### src/rtl/doodle_physics.sv
// doodle_physics: per-frame motion engine for the Doodle Jump character.
// Owns X/Y position, signed vertical velocity and the play state.
// Gravity, horizontal wrap, platform bounce and floor death are handled here.
// Optional camera scroll is enabled by defining the macro DOODLE_SCROLL_EN.
// When it is defined, the SCROLL_LINE parameter and the scroll_amt/scroll_valid
// ports exist, and the top-of-screen clamp is replaced by the scroll.
module doodle_physics #(
  parameter int X_MAX       = 639,
  parameter int Y_MAX       = 479,
  parameter int X_START     = 320,
  parameter int Y_START     = 240,
  parameter int SIZE        = 12,
  parameter int JUMP_VEL    = 10,
  parameter int GRAVITY     = 1,
  parameter int GRAV_DIV    = 1,
  parameter int MAX_FALL    = 8,
  parameter int X_SPEED     = 2,
  parameter int VEL_W       = 8
`ifdef DOODLE_SCROLL_EN
  ,
  parameter int SCROLL_LINE = 160
`endif
) (
  input  logic                    frame_clk,
  input  logic                    Reset,
  input  logic                    start,
  input  logic                    pause,
  input  logic [7:0]              keycode,
  input  logic                    land_hit,
  output logic [9:0]              char_x,
  output logic [9:0]              char_y,
  output logic [9:0]              char_s,
  output logic signed [VEL_W-1:0] vel_y,
  output logic [1:0]              state,
  output logic                    jump_pulse,
  output logic                    dead
`ifdef DOODLE_SCROLL_EN
  ,
  output logic [9:0]              scroll_amt,
  output logic                    scroll_valid
`endif
);

  typedef enum logic [1:0] {
    IDLE = 2'd0,
    RISE = 2'd1,
    FALL = 2'd2,
    DEAD = 2'd3
  } state_t;

  localparam int CNT_W = (GRAV_DIV > 1) ? $clog2(GRAV_DIV) : 1;

  localparam logic signed [10:0]      X_MAX_S    = 11'(X_MAX);
  localparam logic signed [10:0]      SIZE_S     = 11'(SIZE);
  localparam logic signed [10:0]      FLOOR_S    = 11'(Y_MAX - SIZE);
  localparam logic signed [10:0]      X_SPD_S    = 11'(X_SPEED);
  localparam logic signed [VEL_W-1:0] JUMP_V     = VEL_W'(-JUMP_VEL);
  localparam logic signed [VEL_W:0]   MAX_FALL_W = (VEL_W+1)'(MAX_FALL);
  localparam logic signed [VEL_W:0]   GRAV_W     = (VEL_W+1)'(GRAVITY);
  localparam logic [CNT_W-1:0]        CNT_LAST   = CNT_W'(GRAV_DIV - 1);
`ifdef DOODLE_SCROLL_EN
  localparam logic signed [10:0]      SCROLL_S   = 11'(SCROLL_LINE);
`endif

  state_t                  state_q, state_d;
  logic [9:0]              x_q, x_d;
  logic [9:0]              y_q, y_d;
  logic signed [VEL_W-1:0] vel_q, vel_d;
  logic [CNT_W-1:0]        cnt_q, cnt_d;
  logic                    jump_q, jump_d;
`ifdef DOODLE_SCROLL_EN
  logic [9:0]              scroll_amt_q, scroll_amt_d;
  logic                    scroll_valid_q, scroll_valid_d;
  logic signed [10:0]      scroll_diff;
`endif

  logic                    grav_tick;
  logic [CNT_W-1:0]        cnt_next;
  logic signed [VEL_W:0]   vel_sum;
  logic signed [VEL_W-1:0] vel_new;
  logic signed [10:0]      y_next;
  logic signed [10:0]      dx;
  logic signed [10:0]      x_next;
  logic [9:0]              x_wrap;
  logic                    key_right;
  logic                    key_left;

  // Motion candidates for an airborne frame: gravity tick, new velocity, new Y and wrapped X
  always_comb begin
    grav_tick = (cnt_q == CNT_LAST);
    cnt_next  = grav_tick ? '0 : cnt_q + CNT_W'(1);
    vel_sum   = (VEL_W+1)'(vel_q) + GRAV_W;
    if (!grav_tick) begin
      vel_new = vel_q;
    end else if (vel_sum > MAX_FALL_W) begin
      vel_new = MAX_FALL_W[VEL_W-1:0];
    end else begin
      vel_new = vel_sum[VEL_W-1:0];
    end
    y_next    = $signed({1'b0, y_q}) + 11'(vel_new);
    key_right = (keycode == 8'd7) || (keycode == 8'd79);
    key_left  = (keycode == 8'd4) || (keycode == 8'd80);
    if (key_right) begin
      dx = X_SPD_S;
    end else if (key_left) begin
      dx = -X_SPD_S;
    end else begin
      dx = '0;
    end
    x_next = $signed({1'b0, x_q}) + dx;
    if (x_next < 11'sd0) begin
      x_wrap = X_MAX_S[9:0];
    end else if (x_next > X_MAX_S) begin
      x_wrap = '0;
    end else begin
      x_wrap = x_next[9:0];
    end
  end

  // Next-state logic: play-state transitions, bounce, floor death and top handling
  always_comb begin
    state_d = state_q;
    x_d     = x_q;
    y_d     = y_q;
    vel_d   = vel_q;
    cnt_d   = cnt_q;
    jump_d  = 1'b0;
`ifdef DOODLE_SCROLL_EN
    scroll_amt_d   = '0;
    scroll_valid_d = 1'b0;
    scroll_diff    = SCROLL_S - y_next;
`endif
    if (!pause) begin
      case (state_q)
        IDLE: begin
          if (start) begin
            state_d = RISE;
            vel_d   = JUMP_V;
            jump_d  = 1'b1;
            cnt_d   = '0;
          end
        end
        RISE, FALL: begin
          x_d   = x_wrap;
          cnt_d = cnt_next;
          vel_d = vel_new;
          y_d   = y_next[9:0];
          if ((state_q == FALL) && land_hit) begin
            y_d     = y_q;
            vel_d   = JUMP_V;
            state_d = RISE;
            jump_d  = 1'b1;
            cnt_d   = '0;
          end else if ((state_q == FALL) && (y_next >= FLOOR_S)) begin
            y_d     = FLOOR_S[9:0];
            vel_d   = '0;
            state_d = DEAD;
`ifdef DOODLE_SCROLL_EN
          end else if ((state_q == RISE) && (y_next < SCROLL_S)) begin
            y_d            = SCROLL_S[9:0];
            scroll_amt_d   = scroll_diff[9:0];
            scroll_valid_d = 1'b1;
            if (!vel_new[VEL_W-1]) begin
              state_d = FALL;
            end
`else
          end else if (y_next < SIZE_S) begin
            y_d     = SIZE_S[9:0];
            vel_d   = '0;
            state_d = FALL;
`endif
          end else if ((state_q == RISE) && !vel_new[VEL_W-1]) begin
            state_d = FALL;
          end
        end
        DEAD: begin
          if (start) begin
            x_d     = 10'(X_START);
            y_d     = 10'(Y_START);
            vel_d   = '0;
            cnt_d   = '0;
            state_d = IDLE;
          end
        end
      endcase
    end
  end

  // Frame-rate state registers with asynchronous return to the start position
  always_ff @(posedge frame_clk or posedge Reset) begin
    if (Reset) begin
      state_q <= IDLE;
      x_q     <= 10'(X_START);
      y_q     <= 10'(Y_START);
      vel_q   <= '0;
      cnt_q   <= '0;
      jump_q  <= 1'b0;
`ifdef DOODLE_SCROLL_EN
      scroll_amt_q   <= '0;
      scroll_valid_q <= 1'b0;
`endif
    end else begin
      state_q <= state_d;
      x_q     <= x_d;
      y_q     <= y_d;
      vel_q   <= vel_d;
      cnt_q   <= cnt_d;
      jump_q  <= jump_d;
`ifdef DOODLE_SCROLL_EN
      scroll_amt_q   <= scroll_amt_d;
      scroll_valid_q <= scroll_valid_d;
`endif
    end
  end

  assign char_x     = x_q;
  assign char_y     = y_q;
  assign char_s     = 10'(SIZE);
  assign vel_y      = vel_q;
  assign state      = state_q;
  assign jump_pulse = jump_q;
  assign dead       = (state_q == DEAD);
`ifdef DOODLE_SCROLL_EN
  assign scroll_amt   = scroll_amt_q;
  assign scroll_valid = scroll_valid_q;
`endif

endmodule

### config.mk
export PLATFORM = sky130hd
export DESIGN_NAME = doodle_physics
export DESIGN_NICKNAME = d
export VERILOG_FILES = /design/src/rtl/doodle_physics.sv
export SDC_FILE = /design/constraint.sdc
export NUM_CORES = 1
export LEC_CHECK = 0
export ABC_AREA = 1
export CORE_MARGIN = 2
export CORE_UTILIZATION = 40
export DETAILED_ROUTE_END_ITERATION = 12
export PLACE_DENSITY = 0.77
export SLEW_MARGIN = 20
export SYNTH_ARGS = -nofsm -noshare
export SYNTH_HDL_FRONTEND = slang
export SYNTH_SLANG_ARGS = --single-unit
export TNS_END_PERCENT = 20
### constraint.sdc
create_clock -name frame_clk -period 3.5 [get_ports frame_clk]
set_input_delay 0.7 -clock frame_clk [delete_from_list [all_inputs] [get_ports frame_clk]]
set_output_delay 0.7 -clock frame_clk [all_outputs]
set_load 0.01 [all_outputs]
==> qor.txt <==
Worst Setup SP -> vel_y[1]
Critical path peak fanout -> 5
RD Place Congestion -> 0.892
Pins Over Slew Limit -> 0
# IOs -> 55
Pwr Density -> 1060 mW/mm^2
Compound-Gate Fraction of Synth Area -> 11.1%
Static leakage -> 0.00231 uW
# DRC -> 0
Primary FF master, synth -> dfrtp_1
DR pass1 iterations -> 7
Critical path required time -> 3.72 ns
Setup TNS -> -0.186 ns
Layout cells sized above 1 -> 34.7%
Adder-cell share of the synthesized area -> 11.7%
R2r worst-path depth -> 27
Clock power frac -> 7.2%
CTS tree -> yes
Critical Path Sink Type -> register
Hold crit path type -> reg2reg
Final min period -> 3.56 ns
Worst EP arrival -> 3.78 ns
Reg2reg setup slack -> -0.06 ns
Post-DP HPWL -> 6.11 mm
Switching power -> 2430 uW
Vias per cell -> 5.30
Critical Path End -> vel_y[4]
Slew at the pin with the worst max-slew slack -> 0.661 ns
Synthesized area per cell -> 6.79 sq um
Largest family of logic cells by synthesized area -> simple AND/OR/NAND/NOR gates
CP dominant cell by count -> nand2_1
Max rail drop VDD -> 873 uV
Setup Viol. Count Final -> 7
Vias in the first global route -> 3232
Starting DRT DRC Count -> 201
Failing checks -> negative setup slack
Max Freq -> 281 MHz
Slowest CP cell -> dfrtp_1
Core ar. -> 0.00714 sq mm
Chip Width -> 89.4 um
Row count -> 31
WL final -> 9.87 mm
DIE HEIGHT -> 89.4 um
CTS HTree Levels -> 2
Multiplexer share of the synthesized area -> 0%
Via count -> 3437
Sequential share of power -> 15.1%
Mapped cell area -> 0.00291 sq mm
Layout Skew -> 0.00751 ns
Initial Util -> 40.8%
Worst reg2reg path startpoint -> vel_y[1]
Total global routing overflow -> 0
Max-cap violation count -> 0
Register area share after synthesis -> 26.9%
TritonCTS Buffers -> 5
Worst setup SP type -> register
Syn. warnings -> 0
Most frequent cells in the layout -> 83 x nand2_1, 66 x buf_4, 60 x inv_1
Clk_lat worst skew -> 0.29 ns
Worst rel slew slack -> 55.8%
Setup WS post-layout -> -0.0554 ns
Final Hold Fails -> 0
Reg2reg end -> vel_y[4]
Cell Int Power -> 2260 uW
EDFF count, synth -> 0
Outcome -> complete, but fails checks
Worst setup path category -> reg2reg
CTS root buf -> clkbuf_8
Deepest clock path buffer count -> 2
Largest stage delay, worst path -> 0.42 ns
Post-Syn Instances -> 429
Comb pwr share -> 77.8%
Clock sinks -> 31
Synth-to-Final Area Change -> 52.0%
Count of nets after finishing -> 588
Leading cell type in the layout, fill and taps excluded -> nand2_1
Die area -> 0.00798 sq mm
Worst slack, placed -> -0.821 ns
Total GRT Usage -> 22.0%
Power consumption -> 4690 uW
Hold Buf Count CTS -> 0
Simple-gate area share of the yosys netlist -> 35.1%
Largest net degree at the start of global routing -> 32
N_diodes -> 0
Ys async rst share -> 100%
Yosys cell types -> 38
Synth Register Bits -> 31
Port buffer count -> 44
Clock-pin slew on the worst setup and hold paths -> 0.08 ns
Post-Synth XOR/XNOR Area -> 2.06%
Unrepaired setup endpoints after global routing -> true
First-pass GRT wire length -> 13.9 mm
WL/cell -> 15.2 um
Final worst-path cycle share -> 102%
Sw Ratio -> 51.7%
Initial antenna violation count -> 0
Number of routed nets with antenna violations -> 0
-- per-layer routing --
metal  up-vias  GRT usage [%]  part of all wire, %
met5         -              0                    0
met3        21           3.05                  5.7
met4         0           6.24                  1.6
met1      1643           25.8                   39
li1       1609              -                    -
met2       164           41.4                   53
-- cell usage after synthesis (5+ instances only) --
library cell	instances	area [sq um]
nand2_2	10	62.6
dfrtp_1	25	626
o21ai_0	11	55.1
nand3_1	45	225
o22ai_1	6	37.5
inv_1	70	263
nand3_2	6	60.1
nand4_1	12	75.1
nand2_1	100	375
dfstp_2	6	158
nor2_1	45	169
xor2_1	5	43.8
buf_4	10	75.1
ha_1	24	300
a21oi_1	15	75.1
-- state kept, by name, indices dropped and copies added (netlist names) --
register	cells
char_x	10
char_y	10
jump_pulse	1
state	2
vel_y	8
-- worst max-delay path, delay by kind of cell, from the launching register on --
kind	cells	cell delay (ns)
simple gates	15	1.41
buf+inv	7	0.75
fa+ha+maj	2	0.50
compound gates	3	0.43
flops	1	0.42
-- power by group through the flow --
stage               combinational, uW  sequential, uW  clock, uW
floorplan                        1940             722          0
global placement                 2900             674          0
detailed placement               2970             684          0
CTS                              3110             685        332
global route                     3970             722        348
finish                           3650             708        335
-- logic make-up after synthesis --
logic type      after synthesis
buf+inv                      86
other cells                   2
xor+xnor                      6
simple gates                227
compound gates               51
flops                        31
fa+ha+maj                    26
-- how the worst min path moves through the flow --
stage | end | slack, ns | start | cells after the start
6_report | char_x[0] | 0.52 | char_x[0] | 2
3_5_place_dp | char_x[0] | 0.49 | char_x[0] | 2
3_3_place_gp | char_x[0] | 0.48 | char_x[0] | 2
4_1_cts | char_x[0] | 0.51 | char_x[0] | 2
5_1_grt | char_x[0] | 0.54 | char_x[0] | 2
2_1_floorplan | char_x[0] | 0.50 | char_x[0] | 2
-- cell type report --
class                   count  area, sq um
fillers                   585         2710
multi-input cells         320         2110
repair buffers            118         1020
flip-flops and latches     31          785
inverters                  73          282
well taps                  99          124
clock buffers               7         96.3
clock inverters             1         7.51
-- per-stage QoR --
| step | area [sq um] | util [%] | hold WS [ns] | cells |
|---|---|---|---|---|
| final | 4430 | 62.1 | 0.522 | 649 |
| after global routing | 4430 | 62.1 | 0.543 | 649 |
| after CTS | 4040 | 56.6 | 0.510 | 632 |
| after detailed placement | 3700 | 51.9 | 0.494 | 603 |
| after global placement | 3700 | 51.9 | 0.481 | 603 |
| after floorplan | 2970 | - | 0.504 | 437 |
-- timing repair --
action                                  CTS  global route
pin swaps                                29            51
gates cloned                              0             1
endpoints found under the setup margin   30            30
buffers inserted                         21            16
gates resized for setup                  51            76
Power figures use the tool's default switching activity.
